--- config.mk ---
export PLATFORM = sky130hd
export DESIGN_NAME = differentiator
export DESIGN_NICKNAME = d
export VERILOG_FILES = /design/src/rtl/diff_pkg.sv /design/src/rtl/diff_delay_line.sv /design/src/rtl/differentiator.sv
export SDC_FILE = /design/constraint.sdc
export NUM_CORES = 1
export LEC_CHECK = 0
export ABC_AREA = 1
export CAP_MARGIN = 20
export CORE_UTILIZATION = 55
export CTS_CLUSTER_SIZE = 10
export DETAILED_ROUTE_END_ITERATION = 12
export PLACE_DENSITY_LB_ADDON = 0.15
export SYNTH_ARGS = -nofsm -noshare
export SYNTH_HDL_FRONTEND = slang
export SYNTH_SLANG_ARGS = --single-unit
--- constraint.sdc ---
create_clock -name clk_i -period 15 [get_ports clk_i]
set_clock_uncertainty 0.2 [all_clocks]
set_input_delay 2.25 -clock clk_i [delete_from_list [all_inputs] [get_ports clk_i]]
set_output_delay 2.25 -clock clk_i [all_outputs]
set_load 0.02 [all_outputs]
--- src/rtl/diff_pkg.sv ---
// -----------------------------------------------------------------------------
// diff_pkg
// Shared constants and types for the differentiator slice.
//   DIFF_DW / DIFF_LAG_AW : default sample width and lag-buffer address width
//   KD_W                  : width of the signed gain Kd
//   SAT_MAX / SAT_MIN     : output saturation bounds (14-bit signed)
//   diff_state_e          : FILL / RUN sequencing state
// -----------------------------------------------------------------------------
package diff_pkg;

   localparam int DIFF_DW     = 14;
   localparam int DIFF_LAG_AW = 5;
   localparam int KD_W        = 14;
   localparam int DSR_W       = 4;

   localparam int SAT_MAX = 8191;
   localparam int SAT_MIN = -8192;

   typedef enum logic {
      FILL = 1'b0,
      RUN  = 1'b1
   } diff_state_e;

endpackage : diff_pkg

--- src/rtl/diff_delay_line.sv ---
// -----------------------------------------------------------------------------
// diff_delay_line
// Circular register buffer providing x[n-L] for the differentiator.
// Owns the write pointer; read address is (wp - L) mod depth with L = lag+1.
// The read is combinational and sees the contents before this cycle's write,
// so L equal to the full depth returns the slot about to be overwritten.
//   clk_i  : clock
//   rstn_i : asynchronous active-low reset (clears the write pointer only)
//   we     : write enable, advances the write pointer
//   wdata  : sample to store
//   lag    : lag code, L = lag + 1
//   rdata  : sample written L accepted writes ago
//   wp     : current write pointer
// -----------------------------------------------------------------------------
module diff_delay_line
   import diff_pkg::*;
#(
   parameter int DW     = DIFF_DW,
   parameter int LAG_AW = DIFF_LAG_AW
) (
   input  logic                     clk_i,
   input  logic                     rstn_i,
   input  logic                     we,
   input  logic signed [DW-1:0]     wdata,
   input  logic        [LAG_AW-1:0] lag,
   output logic signed [DW-1:0]     rdata,
   output logic        [LAG_AW-1:0] wp
);

   localparam int DEPTH = 2 ** LAG_AW;

   logic signed [DW-1:0]     r_mem [0:DEPTH-1];
   logic        [LAG_AW-1:0] r_wp;
   logic        [LAG_AW-1:0] w_raddr;

   // Subtracting lag+1 in LAG_AW bits wraps naturally modulo the depth.
   assign w_raddr = r_wp - lag - LAG_AW'(1);
   assign rdata   = r_mem[w_raddr];
   assign wp      = r_wp;

   // Contents are never read before being written, so no reset is needed.
   always_ff @(posedge clk_i) begin
      if (we) begin
         r_mem[r_wp] <= wdata;
      end
   end

   always_ff @(posedge clk_i or negedge rstn_i) begin
      if (!rstn_i) begin
         r_wp <= '0;
      end else if (we) begin
         r_wp <= r_wp + LAG_AW'(1);
      end
   end

endmodule : diff_delay_line

--- src/rtl/differentiator.sv ---
// -----------------------------------------------------------------------------
// differentiator
// Discrete differentiator: dat_o = sat14(((x[n] - x[n-L]) * Kd) >>> DSR)
// evaluated on strobed samples, L = set_lag_i + 1.
//
//   state | meaning
//   ------+-------------------------------------------------------------
//   FILL  | buffer holds fewer than L samples; accepted samples only fill
//   RUN   | buffer primed; every accepted sample enters the pipeline
//
// Pipeline (accept edge k): S1 k registers x / x_old, S2 k+1 difference,
// S3 k+2 product, S4 k+3 shift + saturate into dat_o with a val_o pulse.
//
// Ports:
//   clk_i      : clock
//   rstn_i     : asynchronous active-low reset
//   dat_i      : signed input sample (DW)
//   stb_i      : sample strobe
//   set_kd_i   : signed gain Kd (14)
//   DSR        : arithmetic right-shift amount (4)
//   set_lag_i  : lag code, L = set_lag_i + 1 (LAG_AW)
//   diff_rst_i : synchronous clear
//   set_db_i   : deadband threshold (14, unsigned), only with
//                DIFFERENTIATOR_DEADBAND_EN defined
//   dat_o      : signed saturated derivative (DW)
//   val_o      : one-cycle pulse when dat_o updates
//   ready_o    : lag buffer filled
//
// Build option: DIFFERENTIATOR_DEADBAND_EN adds set_db_i; differences whose
// magnitude is <= set_db_i are forced to zero in S2.
// -----------------------------------------------------------------------------
module differentiator
   import diff_pkg::*;
#(
   parameter int DW     = DIFF_DW,
   parameter int LAG_AW = DIFF_LAG_AW
) (
   input  logic                     clk_i,
   input  logic                     rstn_i,
   input  logic signed [DW-1:0]     dat_i,
   input  logic                     stb_i,
   input  logic signed [KD_W-1:0]   set_kd_i,
   input  logic        [DSR_W-1:0]  DSR,
   input  logic        [LAG_AW-1:0] set_lag_i,
   input  logic                     diff_rst_i,
`ifdef DIFFERENTIATOR_DEADBAND_EN
   input  logic        [KD_W-1:0]   set_db_i,
`endif
   output logic signed [DW-1:0]     dat_o,
   output logic                     val_o,
   output logic                     ready_o
);

   localparam int CNT_W  = LAG_AW + 1;
   localparam int DIFF_W = DW + 1;
   localparam int PROD_W = DIFF_W + KD_W;

   localparam logic signed [PROD_W-1:0] P_SAT_MAX = PROD_W'(SAT_MAX);
   localparam logic signed [PROD_W-1:0] P_SAT_MIN = PROD_W'(SAT_MIN);

   diff_state_e              r_state, w_state_nxt;
   logic        [CNT_W-1:0]  r_cnt, w_cnt_nxt;
   logic                     r_ready, w_ready_nxt;
   logic        [LAG_AW-1:0] r_lag_prev;

   logic                     w_clr;
   logic                     w_accept;
   logic                     w_s1_load;
   logic        [CNT_W-1:0]  w_lag_len;
   logic        [CNT_W-1:0]  w_cnt_inc;

   logic signed [DW-1:0]     w_rdata;
   logic        [LAG_AW-1:0] w_unused_wp;

   logic                     r_v1, r_v2, r_v3;
   logic signed [DW-1:0]     r_x, r_xold;
   logic signed [DIFF_W-1:0] r_diff;
   logic signed [PROD_W-1:0] r_prod;

   logic signed [DIFF_W-1:0] w_diff_raw;
   logic signed [DIFF_W-1:0] w_diff;
   logic signed [PROD_W-1:0] w_prod;
   logic signed [PROD_W-1:0] w_shift;
   logic signed [DW-1:0]     w_sat;

   // A lag change clears exactly like diff_rst_i, on the first edge where the
   // new value differs from the one captured on the previous edge.
   assign w_clr     = diff_rst_i | (set_lag_i != r_lag_prev);
   assign w_accept  = stb_i & ~w_clr;
   assign w_lag_len = CNT_W'(set_lag_i) + CNT_W'(1);
   assign w_cnt_inc = r_cnt + CNT_W'(1);

   always_ff @(posedge clk_i or negedge rstn_i) begin
      if (!rstn_i) begin
         r_lag_prev <= '0;
      end else begin
         r_lag_prev <= set_lag_i;
      end
   end

   diff_delay_line #(
      .DW     (DW),
      .LAG_AW (LAG_AW)
   ) u_delay_line (
      .clk_i  (clk_i),
      .rstn_i (rstn_i),
      .we     (w_accept),
      .wdata  (dat_i),
      .lag    (set_lag_i),
      .rdata  (w_rdata),
      .wp     (w_unused_wp)
   );

   always_ff @(posedge clk_i or negedge rstn_i) begin
      if (!rstn_i) begin
         r_state <= FILL;
         r_cnt   <= '0;
         r_ready <= 1'b0;
      end else begin
         r_state <= w_state_nxt;
         r_cnt   <= w_cnt_nxt;
         r_ready <= w_ready_nxt;
      end
   end

   always_comb begin
      w_state_nxt = r_state;
      w_cnt_nxt   = r_cnt;
      w_ready_nxt = r_ready;
      w_s1_load   = 1'b0;
      if (w_clr) begin
         w_state_nxt = FILL;
         w_cnt_nxt   = '0;
         w_ready_nxt = 1'b0;
      end else begin
         case (r_state)
            FILL: begin
               if (stb_i) begin
                  w_cnt_nxt = w_cnt_inc;
                  if (w_cnt_inc == w_lag_len) begin
                     w_state_nxt = RUN;
                     w_ready_nxt = 1'b1;
                  end
               end
            end
            RUN: begin
               w_s1_load = stb_i;
            end
            default: begin
               w_state_nxt = FILL;
               w_cnt_nxt   = '0;
               w_ready_nxt = 1'b0;
            end
         endcase
      end
   end

   assign ready_o = r_ready;

   // S2 difference: one extra bit keeps it exact.
   assign w_diff_raw = DIFF_W'(r_x) - DIFF_W'(r_xold);

`ifdef DIFFERENTIATOR_DEADBAND_EN
   logic [DIFF_W-1:0] w_diff_mag;
   assign w_diff_mag = w_diff_raw[DIFF_W-1] ? DIFF_W'(-w_diff_raw) : DIFF_W'(w_diff_raw);
   assign w_diff     = (w_diff_mag <= DIFF_W'(set_db_i)) ? '0 : w_diff_raw;
`else
   assign w_diff = w_diff_raw;
`endif

   // Kd and DSR are applied live in S3/S4, so a gain change reaches samples
   // already in flight without flushing the pipeline.
   assign w_prod  = PROD_W'(r_diff) * PROD_W'(set_kd_i);
   assign w_shift = r_prod >>> DSR;

   always_comb begin
      w_sat = w_shift[DW-1:0];
      if (w_shift > P_SAT_MAX) begin
         w_sat = DW'(SAT_MAX);
      end else if (w_shift < P_SAT_MIN) begin
         w_sat = DW'(SAT_MIN);
      end
   end

   always_ff @(posedge clk_i or negedge rstn_i) begin
      if (!rstn_i) begin
         r_v1   <= 1'b0;
         r_v2   <= 1'b0;
         r_v3   <= 1'b0;
         r_x    <= '0;
         r_xold <= '0;
         r_diff <= '0;
         r_prod <= '0;
         dat_o  <= '0;
         val_o  <= 1'b0;
      end else if (w_clr) begin
         r_v1  <= 1'b0;
         r_v2  <= 1'b0;
         r_v3  <= 1'b0;
         dat_o <= '0;
         val_o <= 1'b0;
      end else begin
         r_v1 <= w_s1_load;
         if (w_s1_load) begin
            r_x    <= dat_i;
            r_xold <= w_rdata;
         end
         r_v2 <= r_v1;
         if (r_v1) begin
            r_diff <= w_diff;
         end
         r_v3 <= r_v2;
         if (r_v2) begin
            r_prod <= w_prod;
         end
         val_o <= r_v3;
         if (r_v3) begin
            dat_o <= w_sat;
         end
      end
   end

endmodule : differentiator

==> results of run 1 <==
==> cells by family after synthesis <==
group | Yosys count | share of synthesized area (%)
adder cells (fa/ha/maj) | 302 | 16.47
buffers and inverters | 598 | 7.308
AND/OR/NAND/NOR | 1192 | 14.93
multiplexers | 58 | 1.788
flip-flops | 556 | 49.77
AO/OA/AOI/OAI | 437 | 8.353
XOR/XNOR | 51 | 1.376
==> sequential cells by signal, indices dropped and copies added, names as in the netlist, 5 cells and up <==
register            cells
u_delay_line.r_mem    448
r_prod                 29
r_diff                 15
dat_o                  14
r_x                    14
r_xold                 14
r_cnt                   6
r_lag_prev              5
u_delay_line.wp         5
==> routing by layer <==
metal / vias up / wire [microns] / part of all wire (%) / GRT usage (%)
met5: - / 0 / 0 / 0
met4: 0 / 3768 / 4.7 / 12.61
met3: 206 / 4001 / 5.0 / 3.499
met2: 707 / 40000 / 50 / 47.31
met1: 11354 / 31900 / 40 / 34.45
li1: 10648 / - / - / -
==> worst paths after layout <==
kind / depth (start not counted) / slack (ns) / start / endpoint
worst max-delay path: 18 / 6.80 / set_kd_i[2] / r_prod[28]
worst min-delay path: 2 / 0.28 / r_x[13] / r_x[13]
worst max register to register: 21 / 8.71 / r_diff[0] / r_prod[28]
worst min register to register: 2 / 0.28 / r_x[13] / r_x[13]
max in group asynchronous: 2 / 11.82 / rstn_i / ready_o
min in group asynchronous: 1 / 1.41 / rstn_i / dat_o[0]
==> stage by stage <==
step | worst slack, ns | total power [W]
after CTS | 6.830 | 0.004691
after global placement | 6.335 | 0.003206
after detailed placement | 6.210 | 0.003235
final | 6.800 | 0.004664
after floorplan | 7.489 | 0.002763
after global routing | 6.365 | 0.004893
==> placed cells by master (no fill, tap or decap), types with 3 or more instances in the layout <==
cell	netlist	final
nand2_1	621	621
edfxtp_1	448	448
inv_1	433	432
nor2_1	333	333
fa_1	209	208
o21ai_0	195	195
nand3_1	186	186
dfrtp_1	108	108
ha_1	93	92
a21oi_1	86	86
clkbuf_16	0	68
buf_4	5	61
mux2i_1	58	58
o221ai_1	56	56
o32ai_1	56	56
clkdlybuf4s50_1	0	55
xor2_1	25	25
xnor2_1	26	24
clkbuf_1	91	15
or2_2	14	14
nand4_1	12	12
a31oi_1	12	12
nor3_1	9	9
nand2_2	7	7
inv_2	6	6
o211ai_1	4	4
o21ai_1	4	4
a21o_1	4	4
clkinv_16	0	4
nand3_2	3	3
a31o_2	3	3
a211oi_1	3	3
o31ai_1	3	3
==> report_power, final <==
| group | switching, W | internal [W] | total, W |
|---|---|---|---|
| combinational | 0.00105 | 0.000471 | 0.00152 |
| clock | 0.000616 | 0.000836 | 0.00145 |
| sequential | 0.0000111 | 0.00168 | 0.00169 |
| total | 0.00168 | 0.00298 | 0.00466 |
==> worst max-delay path, delay by kind of cell <==
kind / cells / cell delay, ns
AO/OA/AOI/OAI: 1 / 0.13
AND/OR/NAND/NOR: 8 / 1.43
adder cells (fa/ha/maj): 7 / 3.71
buffers and inverters: 2 / 0.97
==> layout make-up <==
class	instances	area share, %
timing repair buffer	118	2.937
clock buffer	84	4.956
tap	765	2.678
multi-input combinational	2040	39.08
inverter	442	4.662
sequential	556	45.20
clock inverter	10	0.4935
==> summary.txt, run 1 <==
Outcome
  • Outcome: finished clean

Pwr
  • Leakage power: ~15 nW
  • Pwr dens: ~130 nW/um^2
  • VDD IR max: 122.4 uV

Hold path
  • Hold crit path type: reg2reg

Synthesis
  • Syn nets: 3537
  • Top cells by area, synth: edfxtp_1 (41%), fa_1 (13%), dfrtp_1 (8.3%), nand2_1 (7.2%), inv_1 (5.0%)
  • Post-synthesis cell type count: 49
  • Ys async rst share: 19.42%
  • Number of synthesized flops with an enable pin: 448
  • Yosys top cell by area: edfxtp_1
  • Avg Inst Size Synth: between 10 and 15 sq um
  • Synth Warn #: 0
  • Share of the synthesized area in the top cell type: 41.44%
  • Sequential area share after synthesis: 49.77%
  • Cell count after synthesis: 3194
  • #FFs+latches synth: 556
  • Synth cell count leaders: nand2_1 (621), edfxtp_1 (448), inv_1 (433), nor2_1 (333), fa_1 (209)
  • Mapped cell area: around 32000 sq um
  • Ys flop type: edfxtp_1
  • Top-count cell post-synth: nand2_1

Layout
  • Area growth from synthesis to layout: 10.12%
  • Post-Route Utilization: 61.60%
  • Post-route insts no fill: 4015
  • Share of cells above drive strength 1: 5.692%
  • Final Cell Area: 35750 sq um
  • Register area: 16160 sq um
  • Filler cells: 4736
  • Final #Nets: 3568
  • Multi-input logic area: ~14000 sq um
  • Ant diodes: 0

Placement
  • Number of port buffers: 56
  • Placed Area: 33760 sq um
  • Post-DP HPWL: between 50000 and 60000 microns
  • Dpl cells: 3919
  • GP Congestion: 0.8932

Timing
  • Rel. slew slack: 30.20%
  • Fin crit share: 54.67%
  • Post-layout min period: between 8 and 9 ns
  • Slew @ Worst Pin: 1.047 ns
  • Peak Freq: 122.0 MHz
  • Hold Vio Cnt, Final: 0
  • Final setup viols: 0
  • RSZ-0062 raised after global routing: no
  • Max-slew violations: 0
  • Fin Setup TNS: 0 ns
  • Hold slack: 0.2752 ns

CTS
  • TritonCTS Buffers: 67
  • Htree depth: 3
  • Post-cts sizing count: 0
  • Setup bufs post-CTS: 0
  • Hold-fix buffers at CTS: 0
  • Clk_lat worst skew: approximately 0.6 ns
  • Max Buffers Root-to-Sink: 3
  • Clk pin slew, worst setup/hold paths: approximately 0.05 ns
  • CTS tree: built
  • CTS root buffer: clkbuf_16
  • # clock sinks: approximately 560

Critical path
  • Cell repeated most along the worst path: fa_1
  • Worst path slowest cell: clkdlybuf4s50_1
  • Type of origin of the critical path: input port
  • Critical path data required time: 15.29 ns
  • CP Max Fanout: 15
  • Worst path max stage delay: slightly above 0.9 ns
  • CP endpoint kind: register
  • Crit path cell chain: clkdlybuf4s50_1 -> nand2_1 -> fa_1 -> fa_1 -> fa_1 -> fa_1 -> fa_1 -> fa_1 -> inv_1 -> ha_1 -> nand2_1 -> nor3_1 -> nand4_1 -> nand3_1 -> a31oi_1 -> or2_2 -> nand3_1 -> nand2_1
  • Worst EP arrival: between 8 and 9 ns
  • Crit path kind: in2reg

Flow run
  • Max-Cap Viols: 0

Floorplan
  • Die Y: 244.9 microns
  • Initial Util: 55.94%
  • Die Wd: 244.9 microns
  • Core area: 58030 sq um
  • Rows: just under 90
  • Die ar.: 60000 sq um
  • I/O pins: 57

GRT
  • Vias in the first global route: 23354
  • Largest net degree at the start of global routing: 102
  • Global-route wire length before repair: 126300 microns
  • Total grt overflow: 0
  • GRT Util Overall: 27.42%
  • Initial antenna violation count: 1

Route
  • WL/cell: 19.84 microns
  • DRC Markers: 0
  • Routed vias/inst: about 5.7
  • DR iter-0 viols: 1826
  • Routed via count: around 23000
  • DRT Pass-1 Iters: 5
  • Final ANT Viol Nets: 0
  • DRT Wirelength: about 80000 microns
Power figures use the tool's default switching activity.
==> run 2, diff against run 1 <==
Clock period 15 ns to 7.5 ns, I/O delays scaled along.
==> run 2 against run 1 <==
Hold slack got worse by 0.017 ns. Critical path type unchanged. Final cell count rose by 0.40%. Utilization up 0.31 points. Non-clock buffer count is 12 higher. Combinational power grew 100%. Sequential share of layout area is 0.23 points lower. Critical path depth is 2 higher. Clock-buffer cell count increased by 6. Sequential power is 100% higher. Critical endpoint is now r_prod[27]. Die area unchanged. Global-route usage shrank 0.29 points.
==> summary.txt, run 2 (synthesis results as in run 1) <==
CTS
  • Clk_lat worst skew: 0.61 ns (about the same)
  • Setup bufs post-CTS: 0 (unchanged)
  • Htree depth: 3 (unchanged)
  • CTS root buffer: clkbuf_16
  • Clk pin slew, worst setup/hold paths: 0.05 ns (about the same)
  • # clock sinks: 556 (unchanged)
  • Max Buffers Root-to-Sink: 3 (unchanged)
  • CTS tree: built
  • Hold-fix buffers at CTS: 0 (unchanged)
  • Post-cts sizing count: 0 (unchanged)
  • TritonCTS Buffers: 67 (unchanged)

Floorplan
  • I/O pins: 57 (unchanged)
  • Initial Util: 55.94% (unchanged)
  • Die Y: 244.9 microns (unchanged)
  • Rows: 88 (unchanged)
  • Core area: 58030 sq um (unchanged)
  • Die Wd: 244.9 microns (unchanged)
  • Die ar.: 60000 sq um (unchanged)

GRT
  • GRT Util Overall: 27.13% (-0.29 points)
  • Vias in the first global route: 23373 (+0.081%)
  • Initial antenna violation count: 0 (-1)
  • Largest net degree at the start of global routing: 184 (+80%)
  • Global-route wire length before repair: 125500 microns (-0.58%)
  • Total grt overflow: 0 (unchanged)

Critical path
  • Critical path data required time: 7.75 ns (-7.54 ns)
  • Buf+Inv Stages, Crit Path: 5 (+3)
  • Cell repeated most along the worst path: fa_1
  • CP endpoint kind: register
  • Worst path slowest cell: fa_1
  • Type of origin of the critical path: input port
  • Worst EP arrival: 7.12 ns (-1.37 ns)
  • Crit path kind: in2reg
  • Worst path max stage delay: 0.75 ns (-0.17 ns)
  • Crit path cell chain: clkdlybuf4s50_1 -> nand2_1 -> inv_1 -> fa_1 -> fa_1 -> fa_1 -> inv_1 -> fa_1 -> fa_1 -> inv_1 -> fa_1 -> ha_1 -> inv_1 -> nor3_1 -> nor3b_1 -> nand3_1 -> nand3_1 -> nand2_1 -> nand3_1 -> o21ai_0
  • Critical path depth: 20 (+2)
  • CP Max Fanout: 10 (-5)
  • Top delay family on crit path: adder cells
  • Reg2Reg Depth: 19 (-9.5%)

Pwr
  • Register share of total power: 35.7% (-0.5 points)
  • Cell Int Power: 0.006053 W (+100%)
  • Pwr dens: 263.4 nW/um^2 (+100%)
  • Clock power frac: 31.6% (+0.5 points)
  • Power share of the combinational group: 32.7% (about the same)
  • NetSw: 0.003412 W (+100%)
  • Leakage power: 15.56 nW (+0.59%)
  • Sw Share: 36.05% (about the same)
  • VDD IR max: 335.5 uV (+170%)

Route
  • WL/cell: 19.53 microns (-1.6%)
  • Met3 routed WL: 3725 microns (-6.9%)
  • Top sig layer: met4
  • DR WL met2: 40310 microns (+0.78%)
  • DRT Pass-1 Iters: 6 (+1)
  • DRT Wirelength: 78710 microns (-1.2%)
  • Final ANT Viol Nets: 0 (unchanged)
  • DR iter-0 viols: 1747 (-4.3%)
  • Routed via count: 22915 (unchanged)
  • Routed vias/inst: 5.685 (-0.40%)
  • DRC Markers: 0 (unchanged)
  • Detailed-routing wirelength on met1: 31890 microns (about the same)

Layout
  • Ant diodes: 0 (unchanged)
  • Share of cells above drive strength 1: 6.216% (+0.52 points)
  • Filler cells: 4732 (-0.084%)
  • Area growth from synthesis to layout: 10.68%
  • Most frequent cells in the layout: nand2_1 (621), edfxtp_1 (448), inv_1 (432)
  • Commonest non-fill, non-tap cell in the layout: nand2_1
  • Largest reg by FF count: u_delay_line.r_mem
  • Number of flip-flops in the largest register: 448 (unchanged)
  • Final #Nets: 3580 (+0.34%)
  • Multi-input logic area: 13980 sq um (about the same)
  • Register area: 16160 sq um (unchanged)
  • Largest regs: u_delay_line.r_mem: 448 flops, r_prod: 29 flops, r_diff: 15 flops
  • Final Cell Area: 35930 sq um (+0.51%)

Placement
  • Number of port buffers: 56 (unchanged)
  • GP Congestion: 0.9128 (+2.2%)
  • Placed Area: 33890 sq um (+0.40%)
  • Post-DP HPWL: 52830 microns (-0.27%)

Timing
  • Post-layout min period: 6.870 ns
  • Fin crit share: 91.61%
  • Final setup viols: 0 (unchanged)
  • Max-slew violations: 0 (unchanged)
  • RSZ-0062 raised after global routing: no
  • Hold Vio Cnt, Final: 0 (unchanged)
  • Rel. slew slack: 30.12% (-0.075 points)
  • Slew @ Worst Pin: 1.044 ns (-0.002735 ns)
  • Peak Freq: 145.6 MHz
  • Hold slack: 0.2586 ns (-0.01665 ns)
  • Fin Setup TNS: 0 ns (unchanged)

Hold path
  • Hold crit path type: in2async

Flow run
  • Max-Cap Viols: 0 (unchanged)

Outcome
  • Outcome: finished clean
## run 2: changes by cell type in the layout (fill, tap and decap cells not counted), sizes merged
cell	previous run	this run
buf	62	75
bufinv	0	1
clkinv	10	6
inv	441	442
clkbuf	85	90
## run 2: layout make-up
class,instances,share of cell area (%)
Sequential cell,556,44.97
Multi-Input combinational cell,2040,38.91
Clock buffer,90,5.078
Inverter,442,4.639
Timing Repair Buffer,130,3.225
Tap cell,765,2.664
Clock inverter,8,0.5119
## run 2: worst reg2reg max path, cell delays in order (launching register included)
cell	delay, ns
dfrtp_1	0.66
nand2_1	0.25
fa_1	0.56
fa_1	0.80
inv_1	0.11
fa_1	0.49
inv_1	0.06
fa_1	0.46
fa_1	0.55
inv_1	0.06
fa_1	0.45
ha_1	0.36
inv_1	0.13
nor3_1	0.26
nor3b_1	0.30
nand3_1	0.17
nand3_1	0.10
nand2_1	0.05
nand3_1	0.09
o21ai_0	0.10
## run 2: routing by layer
metal,vias up,track usage (%)
met5,-,0
met4,0,10.42
met3,152,3.171
met2,678,48.05
met1,11391,34.02
li1,10694,-
## run 2: power by group through the flow
stage | registers, W | clock network (W) | logic (W)
after global routing | 0.00338 | 0.00315 | 0.00338
after global placement | 0.00344 | 0 | 0.00302
after CTS | 0.00338 | 0.00303 | 0.00310
after floorplan | 0.00343 | 0 | 0.00210
after detailed placement | 0.00344 | 0 | 0.00307
final | 0.00338 | 0.00299 | 0.00309
## run 2: metrics by stage
| step | worst slack [ns] | utilization, % | total power [W] | std cells |
|---|---|---|---|---|
| final | 0.6296 | 61.92 | 0.009464 | 4031 |
| after global routing | 0.2963 | 61.92 | 0.009904 | 4031 |
| after CTS | 0.6597 | 61.87 | 0.009513 | 4030 |
| after detailed placement | 0.08192 | 58.41 | 0.006510 | 3932 |
| after global placement | 0.1941 | 58.41 | 0.006453 | 3932 |
| after floorplan | 1.114 | - | 0.005526 | 3194 |
## run 2: path summary, 6_finish.rpt
check | end | startpoint | slack [ns]
hold / removal | dat_o[0] | rstn_i | 0.26
setup reg to reg | r_prod[27] | r_diff[14] | 1.15
setup / recovery | r_prod[27] | set_kd_i[6] | 0.63
hold reg to reg | dat_o[8] | dat_o[8] | 0.28
min in group clk_i | dat_o[8] | dat_o[8] | 0.28
max in group asynchronous | r_cnt[3] | rstn_i | 5.46
